`config.mk`:
```
export PLATFORM = sky130hd
export DESIGN_NAME = uop_queue
export DESIGN_NICKNAME = d
export VERILOG_FILES = /design/src/rtl/uop_pkg.sv /design/src/rtl/uop_queue_storage.sv /design/src/rtl/uop_queue.sv
export SDC_FILE = /design/constraint.sdc
export NUM_CORES = 2
export LEC_CHECK = 0
export BUFFER_PORTS_ARGS = -buffer_cell sky130_fd_sc_hd__clkbuf_2
export CORE_ASPECT_RATIO = 2
export CORE_MARGIN = 2
export CORE_UTILIZATION = 41
export DETAILED_ROUTE_END_ITERATION = 7
export PLACE_DENSITY = 0.67
export SLEW_MARGIN = 20
export SYNTH_ARGS = -nofsm -noshare
export SYNTH_HDL_FRONTEND = slang
export SYNTH_SLANG_ARGS = --single-unit
```
`constraint.sdc`:
```
create_clock -name clk_in -period 6.7 [get_ports clk_in]
set_clock_uncertainty 0.1 [all_clocks]
set_input_delay 1.34 -clock clk_in [delete_from_list [all_inputs] [get_ports clk_in]]
set_output_delay 1.34 -clock clk_in [all_outputs]
set_load 0.02 [all_outputs]
```
`src/rtl/uop_pkg.sv`:
```
// ----------------------------------------------------------------------------
// uop_pkg
//   Shared types for the decoded-uop queue sitting between the decoder and the
//   backend RAT.
//   - uop_insn     : one decoded uop as carried through the queue
//   - QUEUE_WIDTH  : enqueue/dequeue width (fixed at 2)
//   - uop_push_count() : number of uops a push valid vector represents
// ----------------------------------------------------------------------------
package uop_pkg;

    localparam int QUEUE_WIDTH = 2;

    typedef struct packed {
        logic [6:0]  opcode;
        logic [4:0]  rd;
        logic [4:0]  rs1;
        logic [4:0]  rs2;
        logic [31:0] imm;
        logic [9:0]  pc_lo;
    } uop_insn;

    // Slot1 may only be valid together with slot0; the lone-slot1 pattern
    // is treated as no push at all.
    function automatic logic [1:0] uop_push_count(input logic [1:0] valid);
        logic [1:0] n;
        case (valid)
            2'b01:   n = 2'd1;
            2'b11:   n = 2'd2;
            default: n = 2'd0;
        endcase
        return n;
    endfunction

endpackage

```
`src/rtl/uop_queue_storage.sv`:
```
// ----------------------------------------------------------------------------
// uop_queue_storage
//   DEPTH-entry array of uop_insn with two write ports and two asynchronous
//   read ports. The array contents are never reset.
// Ports
//   clk_in                  clock
//   we0_in/waddr0_in/wdata0_in   write port 0 (older uop of a push)
//   we1_in/waddr1_in/wdata1_in   write port 1 (younger uop of a push)
//   raddr0_in/rdata0_out    async read port 0
//   raddr1_in/rdata1_out    async read port 1
// ----------------------------------------------------------------------------
module uop_queue_storage
    import uop_pkg::*;
#(
    parameter int DEPTH = 16,
    localparam int PTR_W = $clog2(DEPTH)
) (
    input  logic             clk_in,
    input  logic             we0_in,
    input  logic [PTR_W-1:0] waddr0_in,
    input  uop_insn          wdata0_in,
    input  logic             we1_in,
    input  logic [PTR_W-1:0] waddr1_in,
    input  uop_insn          wdata1_in,
    input  logic [PTR_W-1:0] raddr0_in,
    input  logic [PTR_W-1:0] raddr1_in,
    output uop_insn          rdata0_out,
    output uop_insn          rdata1_out
);

    uop_insn mem_q [DEPTH];
    uop_insn mem_d [DEPTH];

    // The two write addresses are always tail and tail+1, so they never
    // collide; port order below is therefore irrelevant.
    always_comb begin
        mem_d = mem_q;
        if (we0_in) mem_d[waddr0_in] = wdata0_in;
        if (we1_in) mem_d[waddr1_in] = wdata1_in;
    end

    always_ff @(posedge clk_in) begin
        mem_q <= mem_d;
    end

    assign rdata0_out = mem_q[raddr0_in];
    assign rdata1_out = mem_q[raddr1_in];

endmodule

```
`src/rtl/uop_queue.sv`:
```
// ----------------------------------------------------------------------------
// uop_queue
//   2-wide in-order FIFO of decoded uops between decoder and RAT. Absorbs
//   rename stalls and is emptied by a backend flush.
// Ports
//   clk_in                clock
//   rst_in                synchronous active-high reset (highest priority)
//   flush_in              discard all entries at the next edge
//   enq_valid_in[1:0]     per-slot push valid (slot1 only with slot0)
//   enq_insn_in[1:0]      uops to push, slot0 older
//   enq_ready_out         at least two free entries
//   q_valid_out           at least one entry held
//   instr_valid_out[1:0]  {count>=2, count>=1}
//   instr_out[1:0]        [0]=mem[head], [1]=mem[head+1]
//   q_increment_ready_in  RAT consumes every valid presented slot
//   occupancy_out         current entry count
// ----------------------------------------------------------------------------
module uop_queue
    import uop_pkg::*;
#(
    parameter int DEPTH = 16,
    localparam int PTR_W = $clog2(DEPTH),
    localparam int CNT_W = PTR_W + 1
) (
    input  logic                         clk_in,
    input  logic                         rst_in,
    input  logic                         flush_in,
    input  logic [QUEUE_WIDTH-1:0]       enq_valid_in,
    input  uop_insn [QUEUE_WIDTH-1:0]    enq_insn_in,
    output logic                         enq_ready_out,
    output logic                         q_valid_out,
    output logic [QUEUE_WIDTH-1:0]       instr_valid_out,
    output uop_insn [QUEUE_WIDTH-1:0]    instr_out,
    input  logic                         q_increment_ready_in,
    output logic [CNT_W-1:0]             occupancy_out
);

    logic [PTR_W-1:0] head_q, head_d;
    logic [PTR_W-1:0] tail_q, tail_d;
    logic [CNT_W-1:0] count_q, count_d;

    logic [1:0]       enq_n;
    logic [1:0]       deq_n;
    logic             we0, we1;

    // Status is derived from registered count only; a same-cycle pop never
    // raises enq_ready, which keeps ready free of combinational paths.
    assign enq_ready_out      = (count_q <= CNT_W'(DEPTH - 2));
    assign q_valid_out        = (count_q != '0);
    assign instr_valid_out[0] = (count_q != '0);
    assign instr_valid_out[1] = (count_q >= CNT_W'(2));
    assign occupancy_out      = count_q;

    always_comb begin
        enq_n   = enq_ready_out ? uop_push_count(enq_valid_in) : 2'd0;
        deq_n   = '0;
        if (q_valid_out && q_increment_ready_in) begin
            deq_n = instr_valid_out[1] ? 2'd2 : 2'd1;
        end

        we0     = 1'b0;
        we1     = 1'b0;
        head_d  = head_q;
        tail_d  = tail_q;
        count_d = count_q;

        if (flush_in) begin
            head_d  = '0;
            tail_d  = '0;
            count_d = '0;
        end else begin
            we0     = (enq_n != 2'd0);
            we1     = (enq_n == 2'd2);
            head_d  = head_q + PTR_W'(deq_n);
            tail_d  = tail_q + PTR_W'(enq_n);
            count_d = count_q + CNT_W'(enq_n) - CNT_W'(deq_n);
        end
    end

    always_ff @(posedge clk_in) begin
        if (rst_in) begin
            head_q  <= '0;
            tail_q  <= '0;
            count_q <= '0;
        end else begin
            head_q  <= head_d;
            tail_q  <= tail_d;
            count_q <= count_d;
        end
    end

    // Pointer+1 wraps naturally at PTR_W bits, so a pair may straddle
    // entry DEPTH-1 -> 0 on both the write and read side.
    uop_queue_storage #(
        .DEPTH (DEPTH)
    ) u_storage (
        .clk_in     (clk_in),
        .we0_in     (we0),
        .waddr0_in  (tail_q),
        .wdata0_in  (enq_insn_in[0]),
        .we1_in     (we1),
        .waddr1_in  (tail_q + PTR_W'(1)),
        .wdata1_in  (enq_insn_in[1]),
        .raddr0_in  (head_q),
        .raddr1_in  (head_q + PTR_W'(1)),
        .rdata0_out (instr_out[0]),
        .rdata1_out (instr_out[1])
    );

    a_no_lone_slot1: assert property (@(posedge clk_in) disable iff (rst_in)
        enq_valid_in != 2'b10);

    a_count_bounded: assert property (@(posedge clk_in) disable iff (rst_in)
        count_q <= CNT_W'(DEPTH));

endmodule

```
==> impl_results.md <==
* Compound-Gate Fraction of Synth Area at 0.2720
* Wire length on met3 at 38,660 um
* Post-synth EDFFs at 0
* Setup crit end kind: primary output
* Drt pass-1 iters at 8
* Hold Buf Count CTS at 0
* Area share of xor/xnor cells in the synthesized design at 0.001073
* Root Buffer: clkbuf_16
* Crit Path Max Fanout at 47
* CTS Buf Count at 97
* Post-synthesis cell type count at 56
* RSZ-0062 raised after global routing: no
* Worst Path Arrival at 4.53 ns
* Synth Area in Simple Gates at 0.09430
* Max-cap viol count at 0
* CTS tree: yes
* Post-Synthesis Net Count at 6,180
* Adder-cell share of the synthesized area at 0.004686
* Worst EP required at 5.26 ns
* Slew HR at 0.1731
* Status: finished with violations
* Number of global-route vias before repair at 55.27k
* Clk slew on worst S/H paths at 0.06 ns
* Failing checks: DRC
* Mapped Cells at 6,027
* GR Util All Layers at 0.3638
* Top_reg_cell synth: dfxtp_1
* Layout area overhead at 9.852%
* Critical path launch point type: flip-flop
* Nets at 5,952
* H-tree Lvls at 3
* Skew-Pair Late Insertion Delay at 0.75 ns
* Fin. max-slew vios at 0
* TNS Setup at 0 ns
* Hold Path Origin: u_storage.mem_q[952]
* Die width at 268.0 um
* First-pass GRT wire length at 379,900 um
* DRC at 1
* DRT iter0 DRCs at 9,979
* Vias at 57.18k
* Syn avg cell area at 9.480 um^2
* DRT antenna net count at 0
* #FFs+latches synth at 1,037
* Asr flop ratio synth at 0
* Largest net degree at the start of global routing at 132
* P per Cell Area at 335.3 nW/um^2
* Cell area after technology mapping at 57,130 um^2
* Top Layer Used: met5
* Worst Hold Class: flip-flop to flip-flop
* Num Clock Sinks at 1,037
* DR WL/cell at 34.69 um
* Die area at 142,500 um^2
* Post-layout min period at 5.970 ns
* Ports at 271
* VDD IR-drop max at 238.1 uV
* Fraction of layout cells with a size suffix above 1 at 0.1999
* Grt ovf at 0
* Core area at 138,400 um^2
* Hpwl dp at 153,300 um
* F_max at 167.5 MHz
* Hold Slack at 0.4638 ns
* Die Span Y at 531.9 um
* Final setup violation count at 0
* Rows at 193
* WL final at 269,100 um
* Post-CTS resize count at 0
* Tcrit/Tclk final at 0.8910
* GP Congestion at 0.9226
* Endpoints failing hold at 0
* Leak Pwr at 22.35 nW
* DR WL met2 at 118,200 um
* Reg2reg start: occupancy_out[4]
* Max clock buf depth at 3
* Sequential cell area fraction in the yosys report at 0.3633
* Yosys Warn Count at 0
* Initial antenna violation count at 43
* Length of routed wiring on met1 at 85,180 um
* Post-CTS Setup Inserts at 0
* Fraction of synthesized area in multiplexers at 0.2020
* Worst Tran Pin Value at 1.240 ns
* # port buffers at 270
* Combinational family with the most area after synthesis: compound AO/OA/AOI/OAI gates
* Crit path launch: head_q[1]
* Vias per inst at 7.373
* Setup CP Type: flip-flop to primary output
* Initial Util at 0.4129
-- critical path: stages (launching register included) --
cell and delay [ns]:
dfxtp_4 0.92, nand3b_1 0.46, a21oi_4 0.99, buf_12 0.32, buf_12 0.25, o21ai_0 0.13
nand4_1 0.40, clkbuf_2 0.25
-- area by class of cell --
cell class / count / area (um^2)
Antenna cell: 24 / 60.06
Clock inverter: 41 / 593.1
Sequential cell: 1037 / 20770
Clock buffer: 138 / 2811
Multi-Input combinational cell: 4188 / 33280
Tap cell: 1852 / 2317
Inverter: 73 / 274.0
Timing Repair Buffer: 402 / 2654
Fill cell: 12986 / 75610
-- power breakdown --
| group | total (W) | internal [W] | switching (W) | leakage, nW |
|---|---|---|---|---|
| clock network | 0.00614 | 0.00344 | 0.00270 | 1.68 |
| registers | 0.00789 | 0.00704 | 0.000852 | 8.47 |
| logic | 0.00702 | 0.00285 | 0.00417 | 12.2 |
| total | 0.0210 | 0.0133 | 0.00772 | 22.4 |
-- flip-flops by register name, indices dropped and copies added (netlist names) --
signal and count:
u_storage.mem_q 1024, head_q 4, occupancy_out 5, tail_q 4
-- cells in the final DEF, fill, tap and decap left out, types with 24 or more instances in the layout --
cell type / n
a21oi_1: 1030
nand2_1: 192
buf_4: 107
clkbuf_2: 270
inv_1: 73
a221oi_2: 30
dfxtp_1: 1034
clkbuf_16: 97
mux4_2: 512
a221oi_1: 290
nand2b_1: 64
a22oi_1: 831
o21ai_0: 129
nor2_1: 908
nand4_1: 63
diode_2: 24
-- cell usage after synthesis, types with 15 or more instances --
master | instances | area [um^2]
a221oi_1 | 290 | 2540
a21oi_1 | 1031 | 5160
a22oi_1 | 831 | 6238
buf_6 | 23 | 259.0
mux4_2 | 512 | 11530
dfxtp_1 | 1037 | 20760
a221oi_2 | 30 | 450.4
nand2_1 | 192 | 720.7
o21ai_0 | 129 | 645.6
buf_4 | 21 | 157.7
nand2b_1 | 66 | 412.9
buf_1 | 46 | 172.7
clkbuf_1 | 387 | 1453
nand4_1 | 63 | 394.1
buf_2 | 252 | 1261
inv_1 | 73 | 274.0
nor2_1 | 909 | 3412
ha_1 | 15 | 187.7
-- routing by layer --
metal | track usage | vias to the layer above
li1 | - | 22730
met1 | 0.4092 | 27198
met2 | 0.5534 | 5564
met3 | 0.1170 | 1657
met4 | 0.3117 | 28
met5 | 0 | -
-- through the flow --
stage | util | worst slack (ns) | total power [W] | std cells | cell area [um^2]
after floorplan | - | 3.065 | 0.01239 | 6027 | 57130
after global placement | 0.4280 | 1.822 | 0.01461 | 7549 | 59230
after detailed placement | 0.4284 | 1.830 | 0.01479 | 7551 | 59280
after CTS | 0.4530 | 1.066 | 0.02079 | 7730 | 62680
after global routing | 0.4535 | 0.8141 | 0.02166 | 7748 | 62750
final | 0.4536 | 0.7304 | 0.02104 | 7755 | 62760
-- final timing paths --
| kind | cells after the start | slack [ns] | to |
|---|---|---|---|
| max | 7 | 0.73 | instr_out[114] |
| max reg2reg | 8 | 2.21 | u_storage.mem_q[552] |
| min | 2 | 0.46 | u_storage.mem_q[952] |
| min reg2reg | 2 | 0.46 | u_storage.mem_q[952] |
-- cell families (layout without fill, tap and decap cells) --
group                      Yosys count  after routing
AOI/OAI and AO/OA                 2366           2366
and+or+nand+nor                   1283           1283
DFF                               1037           1037
buffers and inverters              802            654
muxes                              513            513
adders and majority gates           19             19
xor gates and xnor gates             7              7
other                                0             24
No activity file was read; power rests on OpenSTA's default activity.
